$ cat config.mk
export PLATFORM = sky130hd
export DESIGN_NAME = serial_loader_flat
export DESIGN_NICKNAME = d
export VERILOG_FILES = /design/src/rtl/serial_loader_if.sv /design/src/rtl/serial_loader.sv /design/src/flat_wrapper.sv
export SDC_FILE = /design/constraint.sdc
export NUM_CORES = 1
export LEC_CHECK = 0
export BUFFER_PORTS_ARGS = -buffer_cell sky130_fd_sc_hd__buf_2
export CORE_UTILIZATION = 35
export DETAILED_ROUTE_END_ITERATION = 10
export PLACE_DENSITY = 0.57
export SLEW_MARGIN = 20
export SYNTH_ARGS = -nofsm -noshare
export SYNTH_HDL_FRONTEND = slang
export SYNTH_SLANG_ARGS = --single-unit
$ cat constraint.sdc
create_clock -name clk -period 2.15 [get_ports clk]
set_input_delay 0.215 -clock clk [delete_from_list [all_inputs] [get_ports clk]]
set_output_delay 0.215 -clock clk [all_outputs]
set_load 0.01 [all_outputs]
$ cat src/rtl/serial_loader_if.sv
// RAM write bus and status outputs of the serial program loader.
// master: driven by serial_loader. slave: RAM / CPU reset side.
interface serial_loader_if;
  logic [11:0] ram_address;
  logic [7:0]  ram_data;
  logic        ram_we_bar;
  logic        busy;
  logic        done;
  logic        error;
  logic        cpu_rst_bar;

  modport master (output ram_address, ram_data, ram_we_bar, busy, done, error, cpu_rst_bar);
  modport slave  (input  ram_address, ram_data, ram_we_bar, busy, done, error, cpu_rst_bar);
endinterface

$ cat src/rtl/serial_loader.sv
// serial_loader: receives a framed program image on an 8N1 serial line and writes it
// into the 4K program RAM from address 0, holding the CPU in reset until done.
// Frame: SYNC_BYTE, LEN_HI, LEN_LO, LEN data bytes [, CSUM].
// Build option: SERIAL_LOADER_CHECKSUM_EN adds the trailing 8-bit sum byte and its check.
module serial_loader #(
  parameter int         CLKS_PER_BIT = 16,
  parameter logic [7:0] SYNC_BYTE    = 8'hA5
) (
  input  logic             clk,
  input  logic             rst_bar,
  input  logic             rx,
  serial_loader_if.master  bus
);

  localparam int CW = $clog2(CLKS_PER_BIT);
  localparam logic [CW-1:0] FULL = CW'(CLKS_PER_BIT - 1);
  localparam logic [CW-1:0] HALF = CW'(CLKS_PER_BIT / 2 - 1);

  // ---------------- RX front end ----------------
  typedef enum logic [1:0] {RX_IDLE, RX_START, RX_DATA, RX_STOP} rx_st_t;

  logic          rx_meta, rx_s;
  rx_st_t        rx_st, rx_nxt;
  logic [CW-1:0] clk_cnt, cnt_nxt;
  logic [2:0]    bit_idx, idx_nxt;
  logic [7:0]    shreg, sh_nxt;
  logic          byte_valid, frame_err;

  // two-flop synchronizer, preset to idle-high so reset never looks like a start bit
  always_ff @(posedge clk or negedge rst_bar) begin
    if (!rst_bar) begin
      rx_meta <= 1'b1;
      rx_s    <= 1'b1;
    end else begin
      rx_meta <= rx;
      rx_s    <= rx_meta;
    end
  end

  // receiver state register
  always_ff @(posedge clk or negedge rst_bar) begin
    if (!rst_bar) begin
      rx_st   <= RX_IDLE;
      clk_cnt <= '0;
      bit_idx <= '0;
      shreg   <= '0;
    end else begin
      rx_st   <= rx_nxt;
      clk_cnt <= cnt_nxt;
      bit_idx <= idx_nxt;
      shreg   <= sh_nxt;
    end
  end

  // receiver next state: start recheck at half bit, then sample at each bit centre
  always_comb begin
    rx_nxt     = rx_st;
    cnt_nxt    = clk_cnt + CW'(1);
    idx_nxt    = bit_idx;
    sh_nxt     = shreg;
    byte_valid = 1'b0;
    frame_err  = 1'b0;
    unique case (rx_st)
      RX_IDLE: begin
        cnt_nxt = '0;
        idx_nxt = '0;
        if (!rx_s) rx_nxt = RX_START;
      end
      RX_START: begin
        if (clk_cnt == HALF) begin
          cnt_nxt = '0;
          rx_nxt  = rx_s ? RX_IDLE : RX_DATA;
        end
      end
      RX_DATA: begin
        if (clk_cnt == FULL) begin
          cnt_nxt = '0;
          sh_nxt  = {rx_s, shreg[7:1]};
          idx_nxt = bit_idx + 3'd1;
          if (bit_idx == 3'd7) rx_nxt = RX_STOP;
        end
      end
      RX_STOP: begin
        if (clk_cnt == FULL) begin
          cnt_nxt    = '0;
          rx_nxt     = RX_IDLE;
          byte_valid = rx_s;
          frame_err  = !rx_s;
        end
      end
      default: rx_nxt = RX_IDLE;
    endcase
  end

  // ---------------- frame FSM ----------------
  typedef enum logic [2:0] {
    S_SYNC, S_LENH, S_LENL, S_DATA,
`ifdef SERIAL_LOADER_CHECKSUM_EN
    S_CSUM,
`endif
    S_DONE, S_ERR
  } st_t;

  // state following the last data byte (or an empty image)
`ifdef SERIAL_LOADER_CHECKSUM_EN
  localparam st_t ST_END = S_CSUM;
`else
  localparam st_t ST_END = S_DONE;
`endif

  st_t        st, st_nxt;
  logic [3:0] len_hi;
  logic [11:0] len, count, count_inc;
  logic       sync_hit, lenh_ld, lenl_ld, wr;
`ifdef SERIAL_LOADER_CHECKSUM_EN
  logic [7:0] sum;
`endif

  assign count_inc = count + 12'd1;
  assign bus.busy  = !(st inside {S_SYNC, S_DONE, S_ERR});

  // frame state register
  always_ff @(posedge clk or negedge rst_bar) begin
    if (!rst_bar) st <= S_SYNC;
    else          st <= st_nxt;
  end

  // frame next state and datapath controls
  always_comb begin
    st_nxt   = st;
    sync_hit = 1'b0;
    lenh_ld  = 1'b0;
    lenl_ld  = 1'b0;
    wr       = 1'b0;
    unique case (st)
      S_SYNC, S_ERR: begin
        // a framing error here just drops the byte
        if (byte_valid && shreg == SYNC_BYTE) begin
          st_nxt   = S_LENH;
          sync_hit = 1'b1;
        end
      end
      S_LENH: begin
        if (frame_err) st_nxt = S_ERR;
        else if (byte_valid) begin
          if (shreg[7:4] != 4'd0) st_nxt = S_ERR;
          else begin
            st_nxt  = S_LENL;
            lenh_ld = 1'b1;
          end
        end
      end
      S_LENL: begin
        if (frame_err) st_nxt = S_ERR;
        else if (byte_valid) begin
          lenl_ld = 1'b1;
          st_nxt  = ({len_hi, shreg} == 12'd0) ? ST_END : S_DATA;
        end
      end
      S_DATA: begin
        if (frame_err) st_nxt = S_ERR;
        else if (byte_valid) begin
          wr = 1'b1;
          if (count_inc == len) st_nxt = ST_END;
        end
      end
`ifdef SERIAL_LOADER_CHECKSUM_EN
      S_CSUM: begin
        if (frame_err) st_nxt = S_ERR;
        else if (byte_valid) st_nxt = (shreg == sum) ? S_DONE : S_ERR;
      end
`endif
      S_DONE: st_nxt = S_DONE;
      default: st_nxt = S_SYNC;
    endcase
  end

  // length, counter, RAM write port and sticky status
  always_ff @(posedge clk or negedge rst_bar) begin
    if (!rst_bar) begin
      len_hi          <= '0;
      len             <= '0;
      count           <= '0;
      bus.ram_address <= '0;
      bus.ram_data    <= '0;
      bus.ram_we_bar  <= 1'b1;
      bus.done        <= 1'b0;
      bus.error       <= 1'b0;
      bus.cpu_rst_bar <= 1'b0;
    end else begin
      // strobe lives exactly one clk; byte_valid pulses are a bit time apart
      bus.ram_we_bar <= !wr;
      if (lenh_ld) len_hi <= shreg[3:0];
      if (lenl_ld) len    <= {len_hi, shreg};
      if (sync_hit) count <= '0;
      else if (wr) begin
        bus.ram_address <= count;
        bus.ram_data    <= shreg;
        count           <= count_inc;
      end
      if (st == S_DONE) begin
        bus.done        <= 1'b1;
        bus.cpu_rst_bar <= 1'b1;
      end
      // a fresh sync byte out of ERR wins over the sticky set
      if (sync_hit)       bus.error <= 1'b0;
      else if (st == S_ERR) bus.error <= 1'b1;
    end
  end

`ifdef SERIAL_LOADER_CHECKSUM_EN
  // running modulo-256 sum of the data bytes
  always_ff @(posedge clk or negedge rst_bar) begin
    if (!rst_bar)      sum <= '0;
    else if (sync_hit) sum <= '0;
    else if (wr)       sum <= sum + shreg;
  end
`endif

endmodule

$ cat src/flat_wrapper.sv
// flat-port wrapper written by rule: the top's interface ports become plain ports
module serial_loader_flat 
#(
  parameter int         CLKS_PER_BIT = 16,
  parameter logic [7:0] SYNC_BYTE    = 8'hA5
)
  (clk, rst_bar, rx, bus_ram_address, bus_ram_data, bus_ram_we_bar, bus_busy, bus_done, bus_error, bus_cpu_rst_bar);
  serial_loader_if bus_i ();
  input  logic clk;
  input  logic rst_bar;
  input  logic rx;
  output wire logic [$bits(bus_i.ram_address)-1:0] bus_ram_address;
  output wire logic [$bits(bus_i.ram_data)-1:0] bus_ram_data;
  output wire logic [$bits(bus_i.ram_we_bar)-1:0] bus_ram_we_bar;
  output wire logic [$bits(bus_i.busy)-1:0] bus_busy;
  output wire logic [$bits(bus_i.done)-1:0] bus_done;
  output wire logic [$bits(bus_i.error)-1:0] bus_error;
  output wire logic [$bits(bus_i.cpu_rst_bar)-1:0] bus_cpu_rst_bar;
  assign bus_ram_address = bus_i.ram_address;
  assign bus_ram_data = bus_i.ram_data;
  assign bus_ram_we_bar = bus_i.ram_we_bar;
  assign bus_busy = bus_i.busy;
  assign bus_done = bus_i.done;
  assign bus_error = bus_i.error;
  assign bus_cpu_rst_bar = bus_i.cpu_rst_bar;
  serial_loader #(.CLKS_PER_BIT(CLKS_PER_BIT), .SYNC_BYTE(SYNC_BYTE)) u_core (.clk(clk), .rst_bar(rst_bar), .rx(rx), .bus(bus_i));
endmodule
### Word level (Yosys, flattened, before mapping)

Index checks and enable logic that the tools add are counted.

* eq/ne operators: 23
* mux-type cells: 41
* $add $sub $neg: 3
* reduce and logical (&&, ||, !) cells: 19
* bitwise logic cells: 1

Operators by type and width (count)
* two-way mux 3 bit: 11
* two-way mux 12 bit: 2
* two-way mux 1 bit: 16
* case mux 3 bit (5 select lines): 1
* adder 12 x 1 -> 12 bit (second input constant): 1
* equality test 12 bit: 1
* zero test 12 bit: 1
* two-way mux 2 bit: 6
* != test 3 x 1 -> 1 bit (second input constant): 4
* case mux 4 bit (3 select lines): 1
* != test 2 x 1 -> 1 bit (second input constant): 5
* AND reduction 5 bit: 2
* equality test 3 bit (second input constant): 3
* equality test 8 bit (second input constant): 1
* two-way mux 4 bit: 2
* case mux 2 bit (4 select lines): 1
* equality test 3 x 2 -> 1 bit (second input constant): 2
* case mux 3 bit (2 select lines): 1
* AND reduction 2 bit: 3
* nonzero test 2 bit: 3
* adder 4 x 1 -> 4 bit (second input constant): 1
* equality test 2 bit (second input constant): 2
* equality test 4 x 3 -> 1 bit (second input constant): 1
* equality test 4 bit (second input constant): 1
* 12 further kinds: 15

* word-level logic and storage cells: 102
* input bits: 3
* output and inout port bits: 25
* register bits after elaboration: 73

### Logic depth before layout (Yosys ltp)

* word-level depth: 8
* gate-level depth with buffers: 9
* gate-level depth less buffers: 8

### Worst setup path after synthesis

OpenSTA, ideal clock, no wires.

* path kind: register to register
* start: register u_core.count[0]
* end: register u_core.st[0]
* library setup time: 125 ps
* path slack: -55 ps
* period minus slack after synthesis: 2205 ps
* path buffers: 0
* data required time: 2025 ps
* arrival time: 2081 ps
* stages on the path, launching flop included: 8
* path through: dfrtp_1 -> ha_1 -> and3_1 -> and2_1 -> or4bb_1 -> nand3_1 -> a41oi_2 -> mux2_2

* longest elaborated chain between the ends: 4

RTL lines
* start, declared: line serial_loader.sv:113 `logic [11:0] len, count, count_inc;`
* start signal, assigned: line serial_loader.sv:199 `count <= count_inc;`
* adder 12 x 1 -> 12 bit: line serial_loader.sv:119 `assign count_inc = count + 12'd1;`
* equality test 12 bit: line serial_loader.sv:164 `if (count_inc == len) st_nxt = ST_END;`
* != test 3 x 1 -> 1 bit (no source line)
* AND reduction 5 bit (no source line)
* end signal, assigned: line serial_loader.sv:125 `else st <= st_nxt;`
* end, declared: line serial_loader.sv:111 `st_t st, st_nxt;`

No other way between the ends.
A chain may end at the register's enable or synchronous reset.

### Final worst setup path

* start: register u_core.shreg[6]
* end: register u_core.st[1]

* longest elaborated chain between the ends: 5
* elaborated cells between the ends (all ways): 13
* those cells by class: eq/ne: 2; mux: 7; reduce/logical: 4

RTL lines
* start, declared: line serial_loader.sv:26 `logic [7:0] shreg, sh_nxt;`
* start signal, assigned: line serial_loader.sv:51 `shreg <= sh_nxt;`
* zero test 12 bit / nonzero test 4 bit (equally long branches): line serial_loader.sv:157, serial_loader.sv:146
* two-way mux 3 bit, on equally long branches: line serial_loader.sv:157, serial_loader.sv:146
* two-way mux 3 bit, on equally long branches: line serial_loader.sv:155, serial_loader.sv:145
* two-way mux 3 bit, on equally long branches: line serial_loader.sv:154, serial_loader.sv:144
* case mux 3 bit (5 select lines): line serial_loader.sv:135 `unique case (st)`

Parallel ways exist; a longest one is shown, timed or not. The select of a mux whose other input is x is not followed.

==> results_dict.tcl <==
set metrics [dict create \
    crit-reg2reg-launch "u_core.shreg[6]" \
    port_buffers 27 \
    detailedPlacementHpwl_microns 5340 \
    syn_avg_cell_area_sq_um 11.3 \
    max-slew-margin-rel_pct 63.3 \
    via_count_of_the_first_global_routing_pass 2627 \
    cts_inserted_buffers 9 \
    std_cell_rows 36 \
    synth.net_count 321 \
    arrival_ps 2480 \
    drtAntennaViolNets 0 \
    seq_area_frac_synth_pct 51.6 \
    status "complete, but fails checks" \
    die_w_microns 103 \
    rsz0062_at_grt "yes" \
    grt_pass1_wl_microns 12600 \
    fin_ws_ps -102 \
    critical-path-slowest-cell "sky130_fd_sc_hd__or4_4" \
    remaining_drc_errors 0 \
    final_net_count 380 \
    clk_pin_slew_worst_paths_ps 70 \
    final_min_period_over_clock_period_pct 105 \
    gr-max-usage-layer "met2" \
    hold_depth 0 \
    io_pins 28 \
    critPathKind "reg2reg" \
    core_sq_mm 0.00977 \
    fin_skew_ps 6.86 \
    p_per_area_mw_per_mm2 710 \
    post-route-min-period_ps 2250 \
    via_per_inst 5.02 \
    slowest_delay_ps 560 \
    initialDrtViolationCount 94 \
    leading_cell_types_by_total_area_after_synthesis "sky130_fd_sc_hd__dfrtp_1 (49%), sky130_fd_sc_hd__mux2_2 (15%), sky130_fd_sc_hd__xnor2_1 (4.2%)" \
    globalRouteMet2Util_pct 26.1 \
    max_cap_violations 0 \
    timing.critical_path.from_type "flip-flop" \
    critPathMaxFanout 3 \
    cts.sink_count 73 \
    synthDominantAreaCellType "sky130_fd_sc_hd__dfrtp_1" \
    route.vias.total 2563 \
    drive_gt1_share_pct 36.5 \
    ys_warn_count 0 \
    ys_dominant_reg_cell "sky130_fd_sc_hd__dfrtp_1" \
    min-delay-start "u_core.rx_meta" \
    die-height_microns 103 \
    diodes 0 \
    timing.fmax_mhz 444 \
    synthesis.area_sq_mm 0.00354 \
    drt-total-wl_microns 7470 \
    post-synth-top-area-fraction_pct 49.4 \
    floorplan_die_area_sq_mm 0.0105 \
    cts_tree "built" \
    synth_cells 314 \
    hp-class "reg2reg" \
    synthToLayoutAreaGrowth_pct 21.6 \
    clockRootBuffer "sky130_fd_sc_hd__clkbuf_8" \
    synth_enable_flop_cells 0 \
    irDropWorstVdd_mv 0.458 \
    wire_per_inst_microns 14.6 \
    cts.htree.levels 3 \
    cp_data_required_time_ps 2380 \
    track_usage_pct 16.0 \
    critical_path.reg2reg.endpoint "u_core.st[1]" \
    grt.met3_usage_pct 3.86 \
    ys_seq_elements 73 \
    p_leak_nw 2.06 \
    detailedRoute.firstPassIterationCount 4 \
    async_reset_ff_share_pct 100 \
    yosysUniqueCellTypes 50 \
    globalRouteMet1Util_pct 19.7 \
    clk-insertion-delay-late_ps 350 \
    setup_violations 3 \
    violations "negative setup slack" \
    routabilityCongestion 0.902 \
    global_route.overflow_total 0 \
    worstRegToRegCells 6 \
    clockBufferDepth 2 \
    crit_path_end_kind "flip-flop" \
    reg2reg_slack_ps -100 \
    grt_max_degree 44 \
    initial_utilization_pct 36.3 \
    worst_hold_path_endpoint "u_core.rx_s" \
    path_cells "or4_4, o311ai_4, a21boi_2, nor4b_4, a41oi_2, mux2_4" \
    antenna_found_initial 0 \
    tightestPinTransition_ps 550 \
    report.final.slew_viol_count 0 \
    finalCoreUtilization_pct 44.1 \
    finalHoldViolations 0 \
    design_power_total_mw 3.06 \
]
critical path: cells and delay by family (launching register included):
kind,cells,cell delay (ps)
flops,1,380
simple gates,2,790
mux,1,330
compound gates,3,650
stage by stage:
step | worst slack, ps | area, sq um | TNS, ps | hold slack, ps | instances
after floorplan | 2.86 | 3560 | 0 | -80.6 | 314
after global placement | -21.4 | 4060 | -62.8 | 239 | 492
after detailed placement | -75.9 | 4060 | -201 | 243 | 492
after CTS | -64.2 | 4290 | -172 | 358 | 510
after global routing | -210 | 4310 | -577 | 360 | 511
final | -102 | 4310 | -246 | 357 | 511
layout by cell type, fill, tap and decap left out, types with 3 or more instances in the layout:
cell                       synthesis  layout
sky130_fd_sc_hd__a22o_1            6       6
sky130_fd_sc_hd__o21ai_0          18      18
sky130_fd_sc_hd__nand2b_1          3       3
sky130_fd_sc_hd__clkbuf_8          0      11
sky130_fd_sc_hd__or3_1             3       3
sky130_fd_sc_hd__nor4_1            3       3
sky130_fd_sc_hd__xor2_1            4       4
sky130_fd_sc_hd__dfrtp_1          70      69
sky130_fd_sc_hd__nand2_1          25      25
sky130_fd_sc_hd__inv_1             4       4
sky130_fd_sc_hd__a31oi_1           4       4
sky130_fd_sc_hd__nor2_1           21      21
sky130_fd_sc_hd__nand3_1           9       8
sky130_fd_sc_hd__buf_4             1      34
sky130_fd_sc_hd__mux2_2           47      46
sky130_fd_sc_hd__xnor2_1          17      17
sky130_fd_sc_hd__and3_1            5       5
sky130_fd_sc_hd__nor3_1            6       6
sky130_fd_sc_hd__dfstp_2           3       3
sky130_fd_sc_hd__a21oi_1          12      12
sky130_fd_sc_hd__ha_1              4       3
sky130_fd_sc_hd__buf_2             5      26
power breakdown:
part	internal, mW	switching, mW
sequential	1.45	0.0746
combinational	0.202	0.227
clock	0.600	0.504
total	2.25	0.805
timing repair:
item | CTS | global route
pin swaps | 1 | 3
setup buffers | 0 | 1
hold buffers | 2 | 0
endpoints found under the setup margin | 3 | 3
gates resized for setup | 1 | 2
endpoints found under the hold margin | 40 | 0
layout make-up:
class | count | area [sq um]
fillers | 924 | 5460
flip-flops and latches | 73 | 1830
multi-input cells | 221 | 1660
repair buffers | 63 | 425
well taps | 133 | 166
clock buffers | 12 | 155
clock inverters | 4 | 51.3
inverters | 5 | 20.0
sequential cells by signal, summed over array words and instances, names as in the netlist, named ones only:
register	count
u_core.clk_cnt	4
u_core.rx_s	1
u_core.bus.ram_data	8
u_core.rx_meta	1
u_core.shreg	8
u_core.count	12
u_core.len	12
u_core.st	3
u_core.bus.ram_address	12
u_core.len_hi	4
u_core.bus.ram_we_bar	1
u_core.rx_st	1
u_core.bus.done	1
u_core.bit_idx	3
u_core.bus.error	1
worst max path at each step:
stage / depth (start not counted) / slack (ps) / end / startpoint
CTS: 6 / -60 / u_core.st[1] / u_core.shreg[1]
floorplan: 6 / 3 / u_core.st[0] / u_core.shreg[1]
finish: 6 / -100 / u_core.st[1] / u_core.shreg[6]
global route: 6 / -210 / u_core.st[1] / u_core.shreg[6]
global placement: 7 / -20 / u_core.st[1] / u_core.count[0]
detailed placement: 7 / -80 / u_core.st[1] / u_core.count[0]
Yosys cell counts, types with 6 or more instances:
master / count
sky130_fd_sc_hd__nand2_1: 25
sky130_fd_sc_hd__nand3_1: 9
sky130_fd_sc_hd__a22o_1: 6
sky130_fd_sc_hd__o21ai_0: 18
sky130_fd_sc_hd__dfrtp_1: 70
sky130_fd_sc_hd__clkbuf_1: 7
sky130_fd_sc_hd__nor3_1: 6
sky130_fd_sc_hd__xnor2_1: 17
sky130_fd_sc_hd__nor2_1: 21
sky130_fd_sc_hd__mux2_2: 47
sky130_fd_sc_hd__a21oi_1: 12
logic make-up (layout without fill, tap and decap cells):
group / Yosys count / after routing / synth area share, %
muxes: 48 / 48 / 15.2
xor gates and xnor gates: 21 / 21 / 5.19
adders and majority gates: 4 / 4 / 1.41
DFF: 73 / 73 / 51.6
AOI/OAI and AO/OA: 59 / 59 / 11.3
and+or+nand+nor: 89 / 89 / 12.8
buffers and inverters: 20 / 84 / 2.40
routing by layer:
layer,vias up,wire (microns)
met4,0,215
met5,-,0
met2,60,3520
met1,1243,3470
met3,18,251
li1,1242,-
(Power assumes the default switching activity.)
